**src/rtl/unidade_controle_pkg.sv**
```systemverilog
// Shared types and encodings for the multicycle control unit of the RV64I-subset datapath.
package unidade_controle_pkg;

    localparam int unsigned BITS = 64;
    localparam int unsigned ILEN = 32;
    localparam int unsigned OPW  = 7;
    localparam int unsigned F3W  = 3;
    localparam int unsigned F7W  = 7;

    typedef enum logic [2:0] {
        IDLE,
        FETCH,
        DECODE,
        EXEC,
        MEM,
        WB,
        ERRO
    } state_e;

    typedef enum logic [2:0] {
        K_ILEGAL,
        K_ADD,
        K_SUB,
        K_ADDI,
        K_LD,
        K_SD,
        K_BR
    } classe_e;

    localparam logic [OPW-1:0] OP_R  = 7'b0110011;
    localparam logic [OPW-1:0] OP_I  = 7'b0010011;
    localparam logic [OPW-1:0] OP_LD = 7'b0000011;
    localparam logic [OPW-1:0] OP_SD = 7'b0100011;
    localparam logic [OPW-1:0] OP_B  = 7'b1100011;

    localparam logic [F3W-1:0] F3_ADD  = 3'b000;
    localparam logic [F3W-1:0] F3_DW   = 3'b011;
    localparam logic [F3W-1:0] F3_BEQ  = 3'b000;
    localparam logic [F3W-1:0] F3_BNE  = 3'b001;
    localparam logic [F3W-1:0] F3_BLT  = 3'b100;
    localparam logic [F3W-1:0] F3_BGE  = 3'b101;
    localparam logic [F3W-1:0] F3_BLTU = 3'b110;
    localparam logic [F3W-1:0] F3_BGEU = 3'b111;

    localparam logic [F7W-1:0] F7_ADD = 7'b0000000;
    localparam logic [F7W-1:0] F7_SUB = 7'b0100000;

    typedef struct packed {
        logic [F7W-1:0] funct7;
        logic [F3W-1:0] funct3;
        logic [OPW-1:0] opcode;
    } campos_t;

    // Maps latched decode fields to an instruction class; unsupported encodings are K_ILEGAL.
    function automatic classe_e classifica(campos_t c);
        classe_e k;
        k = K_ILEGAL;
        case (c.opcode)
            OP_R: begin
                if (c.funct3 == F3_ADD && c.funct7 == F7_ADD) k = K_ADD;
                else if (c.funct3 == F3_ADD && c.funct7 == F7_SUB) k = K_SUB;
            end
            OP_I:  if (c.funct3 == F3_ADD) k = K_ADDI;
            OP_LD: if (c.funct3 == F3_DW) k = K_LD;
            OP_SD: if (c.funct3 == F3_DW) k = K_SD;
            OP_B:  if (c.funct3 != 3'b010 && c.funct3 != 3'b011) k = K_BR;
            default: k = K_ILEGAL;
        endcase
        return k;
    endfunction

endpackage

```
**src/rtl/unidade_controle_if.sv**
```systemverilog
// Control-unit bundle: memory handshakes, ULA flags/controls and datapath strobes.
interface unidade_controle_if;
    import unidade_controle_pkg::*;

    logic [ILEN-1:0] instr;
    logic            imem_req;
    logic            imem_ready;
    logic            dmem_req;
    logic            dmem_we;
    logic            dmem_ready;
    logic            flag_maior_u;
    logic            flag_igual;
    logic            flag_menor;
    logic            soma_ou_subtrai;
    logic            subtraindo;
    logic            imediato;
    logic            load_ir;
    logic            load_pc;
    logic            pc_sel;
    logic            reg_write;
    logic            wb_sel;
    logic            erro;
    logic [BITS-1:0] instret;

    modport master (
        input  instr, imem_ready, dmem_ready, flag_maior_u, flag_igual, flag_menor,
        output imem_req, dmem_req, dmem_we, soma_ou_subtrai, subtraindo, imediato,
               load_ir, load_pc, pc_sel, reg_write, wb_sel, erro, instret
    );

    modport slave (
        output instr, imem_ready, dmem_ready, flag_maior_u, flag_igual, flag_menor,
        input  imem_req, dmem_req, dmem_we, soma_ou_subtrai, subtraindo, imediato,
               load_ir, load_pc, pc_sel, reg_write, wb_sel, erro, instret
    );
endinterface

```
**src/rtl/unidade_controle_decodificador_desvio.sv**
```systemverilog
// Branch resolution: funct3 plus the ULA comparison flags give the taken decision.
module decodificador_desvio
    import unidade_controle_pkg::*;
(
    input  logic [F3W-1:0] funct3,
    input  logic           flag_maior_u,
    input  logic           flag_igual,
    input  logic           flag_menor,
    output logic           taken_c
);
    always_comb begin
        taken_c = 1'b0;
        case (funct3)
            F3_BEQ:  taken_c = flag_igual;
            F3_BNE:  taken_c = !flag_igual;
            F3_BLT:  taken_c = flag_menor;
            F3_BGE:  taken_c = !flag_menor;
            F3_BLTU: taken_c = !flag_igual && !flag_maior_u;
            F3_BGEU: taken_c = flag_maior_u || flag_igual;
            default: taken_c = 1'b0;
        endcase
    end
endmodule

```
**src/rtl/unidade_controle.sv**
```systemverilog
// Multicycle control unit: fetch/decode/exec/mem/wb sequencing with retired-instruction count.
module unidade_controle
    import unidade_controle_pkg::*;
(
    input  logic               clk,
    input  logic               rst_n,
    unidade_controle_if.master bus
);
    state_e          state_q, state_d;
    campos_t         campos_q;
    classe_e         classe_c;
    logic            taken_c;
    logic            soma_c, sub_c, imed_c;
    logic            imem_req_c, load_ir_c, dmem_req_c, dmem_we_c;
    logic            ula_soma_c, ula_sub_c, ula_imed_c;
    logic            load_pc_c, pc_sel_c, reg_write_c, wb_sel_c, erro_c;
    logic [BITS-1:0] instret_q;

    assign classe_c = classifica(campos_q);
    assign soma_c   = classe_c inside {K_ADD, K_SUB, K_ADDI, K_LD, K_SD};
    assign sub_c    = (classe_c == K_SUB);
    assign imed_c   = classe_c inside {K_ADDI, K_LD, K_SD};

    decodificador_desvio u_desvio (
        .funct3       (campos_q.funct3),
        .flag_maior_u (bus.flag_maior_u),
        .flag_igual   (bus.flag_igual),
        .flag_menor   (bus.flag_menor),
        .taken_c      (taken_c)
    );

    always_ff @(posedge clk or negedge rst_n) begin
        if (!rst_n) state_q <= IDLE;
        else        state_q <= state_d;
    end

    // Decode fields are captured on the accepted fetch only.
    always_ff @(posedge clk or negedge rst_n) begin
        if (!rst_n)                                 campos_q <= '0;
        else if (state_q == FETCH && bus.imem_ready) campos_q <= {bus.instr[31:25], bus.instr[14:12], bus.instr[6:0]};
    end

    always_ff @(posedge clk or negedge rst_n) begin
        if (!rst_n)         instret_q <= '0;
        else if (load_pc_c) instret_q <= instret_q + BITS'(1);
    end

    always_comb begin
        state_d = state_q;
        case (state_q)
            IDLE:    state_d = FETCH;
            FETCH:   if (bus.imem_ready) state_d = DECODE;
            DECODE:  state_d = (classe_c == K_ILEGAL) ? ERRO : EXEC;
            EXEC: begin
                if (classe_c == K_BR)                           state_d = FETCH;
                else if (classe_c == K_LD || classe_c == K_SD) state_d = MEM;
                else                                            state_d = WB;
            end
            MEM:     if (bus.dmem_ready) state_d = (classe_c == K_LD) ? WB : FETCH;
            WB:      state_d = FETCH;
            ERRO:    state_d = ERRO;
            default: state_d = IDLE;
        endcase
    end

    // Moore outputs; load_ir, branch pc_sel and SD retire peek at live inputs.
    always_comb begin
        imem_req_c  = 1'b0;
        load_ir_c   = 1'b0;
        dmem_req_c  = 1'b0;
        dmem_we_c   = 1'b0;
        ula_soma_c  = 1'b0;
        ula_sub_c   = 1'b0;
        ula_imed_c  = 1'b0;
        load_pc_c   = 1'b0;
        pc_sel_c    = 1'b0;
        reg_write_c = 1'b0;
        wb_sel_c    = 1'b0;
        erro_c      = 1'b0;
        case (state_q)
            FETCH: begin
                imem_req_c = 1'b1;
                load_ir_c  = bus.imem_ready;
            end
            EXEC: begin
                ula_soma_c = soma_c;
                ula_sub_c  = sub_c;
                ula_imed_c = imed_c;
                if (classe_c == K_BR) begin
                    load_pc_c = 1'b1;
                    pc_sel_c  = taken_c;
                end
            end
            MEM: begin
                dmem_req_c = 1'b1;
                dmem_we_c  = (classe_c == K_SD);
                ula_soma_c = soma_c;
                ula_sub_c  = sub_c;
                ula_imed_c = imed_c;
                load_pc_c  = (classe_c == K_SD) && bus.dmem_ready;
            end
            WB: begin
                reg_write_c = 1'b1;
                load_pc_c   = 1'b1;
                wb_sel_c    = (classe_c == K_LD);
                if (classe_c != K_LD) begin
                    ula_soma_c = soma_c;
                    ula_sub_c  = sub_c;
                    ula_imed_c = imed_c;
                end
            end
            ERRO:    erro_c = 1'b1;
            default: ;
        endcase
    end

    assign bus.imem_req        = imem_req_c;
    assign bus.load_ir         = load_ir_c;
    assign bus.dmem_req        = dmem_req_c;
    assign bus.dmem_we         = dmem_we_c;
    assign bus.soma_ou_subtrai = ula_soma_c;
    assign bus.subtraindo      = ula_sub_c;
    assign bus.imediato        = ula_imed_c;
    assign bus.load_pc         = load_pc_c;
    assign bus.pc_sel          = pc_sel_c;
    assign bus.reg_write       = reg_write_c;
    assign bus.wb_sel          = wb_sel_c;
    assign bus.erro            = erro_c;
    assign bus.instret         = instret_q;
endmodule

```
**src/flat_wrapper.sv**
```systemverilog
// flat-port wrapper written by rule: the top's interface ports become plain ports
module unidade_controle_flat import unidade_controle_pkg::*;
  (clk, rst_n, bus_instr, bus_imem_ready, bus_dmem_ready, bus_flag_maior_u, bus_flag_igual, bus_flag_menor, bus_imem_req, bus_dmem_req, bus_dmem_we, bus_soma_ou_subtrai, bus_subtraindo, bus_imediato, bus_load_ir, bus_load_pc, bus_pc_sel, bus_reg_write, bus_wb_sel, bus_erro, bus_instret);
  unidade_controle_if bus_i ();
  input  logic clk;
  input  logic rst_n;
  input wire logic [$bits(bus_i.instr)-1:0] bus_instr;
  input wire logic [$bits(bus_i.imem_ready)-1:0] bus_imem_ready;
  input wire logic [$bits(bus_i.dmem_ready)-1:0] bus_dmem_ready;
  input wire logic [$bits(bus_i.flag_maior_u)-1:0] bus_flag_maior_u;
  input wire logic [$bits(bus_i.flag_igual)-1:0] bus_flag_igual;
  input wire logic [$bits(bus_i.flag_menor)-1:0] bus_flag_menor;
  output wire logic [$bits(bus_i.imem_req)-1:0] bus_imem_req;
  output wire logic [$bits(bus_i.dmem_req)-1:0] bus_dmem_req;
  output wire logic [$bits(bus_i.dmem_we)-1:0] bus_dmem_we;
  output wire logic [$bits(bus_i.soma_ou_subtrai)-1:0] bus_soma_ou_subtrai;
  output wire logic [$bits(bus_i.subtraindo)-1:0] bus_subtraindo;
  output wire logic [$bits(bus_i.imediato)-1:0] bus_imediato;
  output wire logic [$bits(bus_i.load_ir)-1:0] bus_load_ir;
  output wire logic [$bits(bus_i.load_pc)-1:0] bus_load_pc;
  output wire logic [$bits(bus_i.pc_sel)-1:0] bus_pc_sel;
  output wire logic [$bits(bus_i.reg_write)-1:0] bus_reg_write;
  output wire logic [$bits(bus_i.wb_sel)-1:0] bus_wb_sel;
  output wire logic [$bits(bus_i.erro)-1:0] bus_erro;
  output wire logic [$bits(bus_i.instret)-1:0] bus_instret;
  assign bus_i.instr = bus_instr;
  assign bus_i.imem_ready = bus_imem_ready;
  assign bus_i.dmem_ready = bus_dmem_ready;
  assign bus_i.flag_maior_u = bus_flag_maior_u;
  assign bus_i.flag_igual = bus_flag_igual;
  assign bus_i.flag_menor = bus_flag_menor;
  assign bus_imem_req = bus_i.imem_req;
  assign bus_dmem_req = bus_i.dmem_req;
  assign bus_dmem_we = bus_i.dmem_we;
  assign bus_soma_ou_subtrai = bus_i.soma_ou_subtrai;
  assign bus_subtraindo = bus_i.subtraindo;
  assign bus_imediato = bus_i.imediato;
  assign bus_load_ir = bus_i.load_ir;
  assign bus_load_pc = bus_i.load_pc;
  assign bus_pc_sel = bus_i.pc_sel;
  assign bus_reg_write = bus_i.reg_write;
  assign bus_wb_sel = bus_i.wb_sel;
  assign bus_erro = bus_i.erro;
  assign bus_instret = bus_i.instret;
  unidade_controle u_core (.clk(clk), .rst_n(rst_n), .bus(bus_i));
endmodule
```
**config.mk**
```make
export PLATFORM = sky130hd
export DESIGN_NAME = unidade_controle_flat
export DESIGN_NICKNAME = d
export VERILOG_FILES = /design/src/rtl/unidade_controle_pkg.sv /design/src/rtl/unidade_controle_if.sv /design/src/rtl/unidade_controle_decodificador_desvio.sv /design/src/rtl/unidade_controle.sv /design/src/flat_wrapper.sv
export SDC_FILE = /design/constraint.sdc
export NUM_CORES = 1
export LEC_CHECK = 0
export CAP_MARGIN = 0
export CORE_UTILIZATION = 41
export CTS_CLUSTER_SIZE = 10
export DETAILED_ROUTE_END_ITERATION = 8
export GPL_TIMING_DRIVEN = 0
export HOLD_SLACK_MARGIN = 0.15
export PLACE_DENSITY_LB_ADDON = 0.3
export SYNTH_ARGS = -nofsm -noshare
export SYNTH_HDL_FRONTEND = slang
export SYNTH_HIERARCHICAL = 1
export SYNTH_SLANG_ARGS = --single-unit
```
**constraint.sdc**
```tcl
create_clock -name clk -period 3.64 [get_ports clk]
set_clock_uncertainty 0.1 [all_clocks]
set_input_delay 0.728 -clock clk [delete_from_list [all_inputs] [get_ports clk]]
set_output_delay 0.728 -clock clk [all_outputs]
set_load 0.005 [all_outputs]
```
Word level (Yosys, flattened, before mapping)
Cells that the tools add are included.
- register bits: 84
- output and inout port bits: 76
- equal/unequal tests: 29
- reduce and logical (&&, ||, !) cells: 20
- add/sub/neg operators: 1
- mux-type cells: 32
- operators by type and width (kind ; number):
    $add 64x1->64 const B ; 1
    $eq 3x3->1 const B ; 10
    $mux 3 ; 8
    $eq 7x6->1 const B ; 3
    $pmux 3 s6 ; 1
    $eq 3x2->1 const B ; 5
    $pmux 3 s5 ; 1
    $mux 1 ; 14
    $eq 3x1->1 const B ; 3
    $logic_not 3->1 ; 3
    $eq 7x2->1 const B ; 1
    $eq 7x5->1 const B ; 1
    $eq 7x7->1 const B ; 1
    $logic_not 7->1 ; 1
    $logic_and 1x1->1 ; 6
    $mux 2 ; 3
    $ne 3x2->1 const B ; 2
    $pmux 1 s2 ; 3
    $pmux 1 s6 ; 1
    $reduce_bool 5->1 ; 1
    $ne 2x2->1 const B ; 2
    $reduce_or 2->1 ; 2
    $logic_not 1->1 ; 3
    $ne 3x3->1 const B ; 1
    other kinds (4) ; 5

Depth between registers and ports, before layout
Gate-level depths: netlist of the first run.
- depth in word-level cells: 10
- mapped depth: 8

By module
Netlist of the first run, hierarchy kept.
- modules (own cells, without submodules) (module ; cells each ; area an instance (um2) ; instances):
    unidade_controle ; 405 ; 4330.4 ; 1
    decodificador_desvio ; 9 ; 70.1 ; 1

Least setup slack after synthesis of the first run
OpenSTA, ideal clock, no wires.
- path type: register -> output
- from: register u_core/campos_q[2] (netlist name)
- to: output bus_subtraindo
- buffers on the path: 1
- data required time: 2.812 ns
- stages on the path, launching flop included: 6
- arrival: 1.789 ns
- path slack: 1.023 ns
- cells stage by stage: dfrtp_1 nand4bb_1 clkbuf_1 nor4_1 o21bai_1 nor4bb_1
- longest elaborated chain between the ends: 5
- RTL lines (item ; RTL line ; source):
    start, declared ; unidade_controle.sv:10 ; campos_t campos_q;
    start signal, assigned ; unidade_controle.sv:40 ; else if (state_q == FETCH && bus.imem_ready) campos_q <= {bus.instr[31:25], bus.instr[14:12], bus.instr[6:0]};
    $eq 7x7->1 (tied with other cells) ; unidade_controle_pkg.sv:58 ; case (c.opcode)
    $pmux 3 s5 (*) ; unidade_controle_pkg.sv:58 ;
    $eq 3x2->1 or $ne 3x3->1 (tied branches) ; unidade_controle.sv:21, unidade_controle.sv:106 ;
    $mux 1 ; unidade_controle.sv:106 ; if (classe_c != K_LD) begin
    $pmux 1 s2 (*) ; unidade_controle.sv:80 ; case (state_q)
    end, declared ; flat_wrapper.sv:17 ; output wire logic [$bits(bus_i.subtraindo)-1:0] bus_subtraindo;
Every way passes the cells marked *; elsewhere a longest branch is shown, timed or not.

Worst setup path in the final report of the first run
- from: register u_core/campos_q[8] (netlist name)
- to: output bus_subtraindo
- longest elaborated chain between the ends: 8
- RTL lines (item ; RTL line ; source):
    $logic_not 3->1 ; unidade_controle_pkg.sv:60, unidade_controle_pkg.sv:61, unidade_controle_pkg.sv:63 ;
    $logic_and 1x1->1 ; unidade_controle_pkg.sv:61 ; else if (c.funct3 == F3_ADD && c.funct7 == F7_SUB) k = K_SUB;
    $mux 2 ; unidade_controle_pkg.sv:61 ;
    $mux 2 ; unidade_controle_pkg.sv:60 ; if (c.funct3 == F3_ADD && c.funct7 == F7_ADD) k = K_ADD;
    $pmux 3 s5 (*) ; unidade_controle_pkg.sv:58 ;
    $eq 3x2->1 or $ne 3x3->1 (tied branches) ; unidade_controle.sv:21, unidade_controle.sv:106 ;
    $mux 1 ; unidade_controle.sv:106 ;
    $pmux 1 s2 (*) ; unidade_controle.sv:80 ;
Marked as above.

==> results.ini, run 1 <==
[outcome]
status=complete, no violations

[global_routing]
grtUsageTotal=0.207
overflow=0
antenna_found_initial=0
grt_max_degree=55
grt_pass1_wl_mm=18.1
grt_pass1_vias=3545

[logic_synthesis]
synth-main-ff-cell=dfrtp_1
syn_nets=454
netlist_area_mm2=0.00440
synth_cells=414
ys_seq_area_frac=0.478
synth.distinct_cells=53
ys_warn_count=6
synth-async-reset-ratio=1.00
synth.avg_cell_area_um2=10.6
synth_edf_count=0
ys_ff_latch=84

[clock_network]
cts_buffer_depth=2
root_buffer=clkbuf_8
cts-htree-levels=3
numCtsBuffers=9
cts.sinks=84
cts_tree=done
worstSkewPairLatency_ns=0.36
clkTransAtPathRegs_ns=0.09
cts_hold_buf=0

[floorplanning]
rows=37
fp.dieArea_mm2=0.0112
die_h_um=106
start_util=0.424
core_mm2=0.0104
boundaryPins=115
die_w_um=106

[sta]
rsz0062_at_grt=yes
timing.final.ws_setup_ns=0.110
min_period_ns=3.53
final_max_slew_viol_count=0
finalSetupViolCount=0
max_freq_ghz=0.283
worst_pin_slew_ns=0.705
timing.slew.headroom=0.530
period_share=0.970
hold_violations=0

[route]
drtAntennaViolNets=0
drtIter0Drc=193
wl_per_cell_um=16.4
viasPerCell=5.46
drc=0
wirelength_mm=10.9
firstDrtPassIters=4
num_vias=3645

[layout]
fin_nets=567
drive_above_1_share=0.130
final_common_cell=clkdlybuf4s50_1
multi_input_area_mm2=0.00220
register_area_mm2=0.00210
post-route-util=0.564
areaGrowthSynthToFinish_pct=33.0
final_area_mm2=0.00585
num_antenna_cells=0
final_cells=667
fill_cells=923
final_cell_mix=98 x clkdlybuf4s50_1, 82 x dfrtp_1, 57 x xor2_1

[worst_setup_path]
cpPeakStageDelay_ns=0.53
cpMaxStageDelayCell=clkdlybuf4s50_1
worst_setup_path_end_kind=primary output
start_kind=flop
cp_cell_sequence=or4_4, or3_4, o21bai_1, nor4bb_2, clkdlybuf4s50_1
critPathMaxFanout=8
required_ns=2.81
arrival_ns=2.70
crit_type=reg -> out

[placement]
place_area_mm2=0.00559
pre_cts_ws_ns=-0.0243
io_buffers=99
place.gp.congestion=0.805
dp_hpwl_mm=7.75
dp.cells=650

[power_and_ir_drop]
power_per_cell_area_mw_per_mm2=465
p_leak_nw=2.58
vdd_drop_max_mv=0.389

[worst_hold_path]
hold_class=in -> async

[flow_run]
max_cap_violations=0

-- cells by family (layout without fill, tap and decap cells) --
kind of cell               count (synthesis)  in the layout  share of synthesized area
AOI/OAI and AO/OA                         26             26                     0.0410
and+or+nand+nor                          192            192                      0.276
muxes                                     18             18                     0.0466
adders and majority gates                  1              1                    0.00284
xor gates and xnor gates                  63             63                      0.125
buffers and inverters                     30            147                     0.0301
DFF                                       84             84                      0.478
-- synthesized netlist by cell type, types with 3 or more instances --
master,number,area [µm²]
o21ai_0,6,30.0
nor4_2,15,188
nor4_1,11,68.8
inv_1,11,41.3
and2_1,3,18.8
and4_1,4,35.0
xnor2_1,6,52.6
nand2b_1,3,18.8
dfrtp_1,84,2100
a21oi_1,4,20.0
nand3_1,28,140
o22ai_1,3,18.8
nand2_1,26,97.6
nand4_1,20,125
nor2_1,20,75.1
nor3_1,23,115
xor2_1,57,499
clkbuf_1,11,41.3
buf_2,4,20.0
mux2_2,16,180
and3_1,10,62.6
nor3b_1,6,45.0
nor4b_1,7,61.3
-- routing by layer --
| layer | part of all wire | vias up | routed length (µm) | track usage |
|---|---|---|---|---|
| met4 | 0.014 | 0 | 153 | 0.0813 |
| met3 | 0.055 | 12 | 606 | 0.0414 |
| li1 | - | 1734 | - | - |
| met5 | 0 | - | 0 | 0 |
| met2 | 0.46 | 110 | 5060 | 0.324 |
| met1 | 0.47 | 1789 | 5120 | 0.283 |
-- worst paths after layout --
path	from	slack, ns	depth (start not counted)	to
max reg2reg	u_core/campos_q[1]$_DFFE_PN0P_	0.97	7	u_core/bus.instret[1]$_DFFE_PN0P_
min	rst_n	0.21	1	u_core/bus.instret[24]$_DFFE_PN0P_
min in group clk	u_core/bus.instret[63]$_DFFE_PN0P_	0.38	1	u_core/bus.instret[63]$_DFFE_PN0P_
min reg2reg	u_core/bus.instret[63]$_DFFE_PN0P_	0.38	1	u_core/bus.instret[63]$_DFFE_PN0P_
max	u_core/campos_q[8]$_DFFE_PN0P_	0.11	5	bus_subtraindo
max in group asynchronous	rst_n	2.61	2	u_core/campos_q[8]$_DFFE_PN0P_
-- what timing repair did --
action,CTS,global route
buffers inserted,0,3
pin swaps,0,2
gates resized for setup,3,4
setup endpoints to repair,3,3
gates cloned,0,0
hold endpoints to repair,0,0
-- report_power, final --
| group | total [mW] | switching (mW) | internal [mW] |
|---|---|---|---|
| sequential | 1.21 | 0.139 | 1.07 |
| clock | 0.725 | 0.342 | 0.384 |
| combinational | 0.787 | 0.397 | 0.390 |
| total | 2.72 | 0.878 | 1.85 |
-- sequential cells by signal, indices dropped and copies added (netlist names) --
| signal | count |
|---|---|
| u_core/bus.instret | 64 |
| u_core/campos_q | 17 |
| u_core/state_q | 3 |
-- critical path: cells and delay by family (launching register included) --
kind                   cells  cell delay, ns
flip-flops                 1            0.45
buffers and inverters      1            0.53
AND/OR/NAND/NOR            3            1.16
AO/OA/AOI/OAI              1            0.21
-- per-stage QoR --
stage | hold slack (ns) | setup TNS, ns | power, mW
2_1_floorplan | 0.332 | 0 | 1.68
3_3_place_gp | 0.360 | -110.18 | 1.95
3_5_place_dp | 0.366 | -0.0243 | 1.98
4_1_cts | 0.207 | 0 | 2.72
5_1_grt | 0.225 | -0.000888 | 2.88
6_report | 0.205 | 0 | 2.72
-- final cells by class --
cell class,instances,share of cell area
clock buffer,9,0.0212
timing repair buffer,103,0.177
buffer,18,0.0150
inverter,11,0.00705
clock inverter,6,0.0152
sequential,84,0.360
tap,136,0.0291
multi-input combinational,300,0.376
Power figures use the tool's default switching activity.
==> inputs of run 2 (changes only) <==
- SLEW_MARGIN: not set -> 20
==> results of run 2 <==
No change in the layout: final DEF, timing and power equal those of run 1.
==> inputs of run 3 (changes only) <==
- CORE_MARGIN: not set -> 3
- CTS_CLUSTER_SIZE: 10 -> not set
==> results.ini, run 3 (synthesized netlist as in run 1, its figures left out) <==
[outcome]
status=complete, no violations

[worst_setup_path]
critPathBufInv=1  ; unchanged
required_ns=2.81  ; about the same
start_kind=flop
cp_cell_sequence=or4_4, or3_1, o21bai_2, nor4bb_1, clkdlybuf4s50_1
critPathMaxFanout=7  ; -1
cpPeakStageDelay_ns=0.55  ; +0.02 ns
crit_family=simple AND/OR/NAND/NOR gates
worst_setup_path_end_kind=primary output
cpMaxStageDelayCell=or4_4
crit_type=reg -> out
arrival_ns=2.72  ; +0.02 ns

[global_routing]
grt_pass1_vias=3632  ; +2.5%
overflow=0  ; unchanged
grt_max_degree=48  ; -13%
grt_pass1_wl_mm=18.3  ; +1.1%
antenna_found_initial=0  ; unchanged
grtUsageTotal=0.195  ; -0.0125

[sta]
timing.final.ws_setup_ns=0.0890  ; -0.0213 ns
finalSetupTns_ns=0  ; unchanged
finalSetupViolCount=0  ; unchanged
rsz0062_at_grt=yes
min_period_ns=3.55  ; +0.0213 ns
max_freq_ghz=0.282  ; -0.60%
hold_violations=0  ; unchanged
worst_pin_slew_ns=0.665  ; -0.0403 ns
final_max_slew_viol_count=0  ; unchanged
timing.slew.headroom=0.557  ; +0.0269
period_share=0.976  ; +0.00585

[floorplanning]
rows=37  ; unchanged
boundaryPins=115  ; unchanged
fp.dieArea_mm2=0.0120  ; +7.7%
core_mm2=0.0104  ; unchanged
die_h_um=110  ; +3.8%
start_util=0.424  ; unchanged
die_w_um=110  ; +3.8%

[layout]
areaGrowthSynthToFinish_pct=31.7
largest_reg_flops=64  ; unchanged
post-route-util=0.559  ; -0.00543
num_antenna_cells=0  ; unchanged
final_area_mm2=0.00580  ; -0.96%
final_common_cell=clkdlybuf4s50_1
final_cell_mix=98 x clkdlybuf4s50_1, 83 x dfrtp_1, 57 x xor2_1
drive_above_1_share=0.123  ; -0.00707
fin_nets=564  ; -0.53%

[placement]
dp_hpwl_mm=8.26  ; +6.6%
place.gp.congestion=0.827  ; +2.8%
pre_cts_ws_ns=-0.0333  ; -0.00898 ns
io_buffers=99  ; unchanged
place_area_mm2=0.00559  ; unchanged

[power_and_ir_drop]
p_leak_nw=2.56  ; -0.91%
power_per_cell_area_mw_per_mm2=451  ; -3.1%
power_mw=2.61  ; -4.1%
vdd_drop_max_mv=0.305  ; -22%

[clock_network]
cts-htree-levels=3  ; unchanged
root_buffer=clkbuf_8
clkTransAtPathRegs_ns=0.10  ; about the same
worstSkewPairLatency_ns=0.36  ; about the same
numCtsBuffers=9  ; unchanged
cts_buffer_depth=2  ; unchanged
cts.sinks=84  ; unchanged
cts_tree=done

[route]
drtIter0Drc=231  ; +20%
drc=0  ; unchanged
num_vias=3694  ; +1.3%
wirelength_mm=11.5  ; +5.1%
viasPerCell=5.55  ; +1.6%
firstDrtPassIters=4  ; unchanged
drtAntennaViolNets=0  ; unchanged
wl_per_cell_um=17.3  ; +5.5%

[worst_hold_path]
hold_class=in -> async

[flow_run]
max_cap_violations=0  ; unchanged

## run 3: layout make-up
cell class / count / area [µm²]
Clock buffer: 10 / 138
Clock inverter: 6 / 50.0
Inverter: 11 / 41.3
Tap cell: 136 / 170
Timing Repair Buffer: 100 / 1020
Sequential cell: 84 / 2100
Multi-Input combinational cell: 300 / 2190
Fill cell: 927 / 4570
Buffer: 18 / 87.6
## run 3: final timing paths
kind | slack (ns) | end | cells after the start | startpoint
min in group clk | 0.38 | u_core/bus.instret[63]$_DFFE_PN0P_ | 1 | u_core/bus.instret[63]$_DFFE_PN0P_
hold / removal | 0.23 | u_core/bus.instret[58]$_DFFE_PN0P_ | 1 | rst_n
hold reg to reg | 0.38 | u_core/bus.instret[63]$_DFFE_PN0P_ | 1 | u_core/bus.instret[63]$_DFFE_PN0P_
setup reg to reg | 0.98 | u_core/bus.instret[1]$_DFFE_PN0P_ | 7 | u_core/campos_q[1]$_DFFE_PN0P_
max in group asynchronous | 2.58 | u_core/campos_q[7]$_DFFE_PN0P_ | 2 | rst_n
setup / recovery | 0.09 | bus_subtraindo | 5 | u_core/campos_q[7]$_DFFE_PN0P_
## run 3: where the power goes
group	total, mW	internal (mW)	switching, mW
Sequential	1.23	1.07	0.154
Combinational	0.758	0.374	0.384
Clock	0.629	0.271	0.358
## run 3: repair_timing
item / in CTS / in global routing
setup endpoints to repair: 3 / 2
hold buffers: 0 / 0
setup buffers: 0 / 0
resized for setup: 3 / 2
## run 3: metrics by stage
stage,instances,hold WS (ns)
after floorplan,414,0.332
after global placement,649,0.359
after detailed placement,650,0.364
after CTS,665,0.244
after global routing,665,0.259
final,665,0.231
## run 3: routing by layer
layer | vias up | wire length, µm | GRT usage
met5 | - | 0 | 0
met1 | 1825 | 4990 | 0.269
met3 | 11 | 843 | 0.0405
met4 | 0 | 131 | 0.0703
met2 | 128 | 5540 | 0.303
li1 | 1730 | - | -
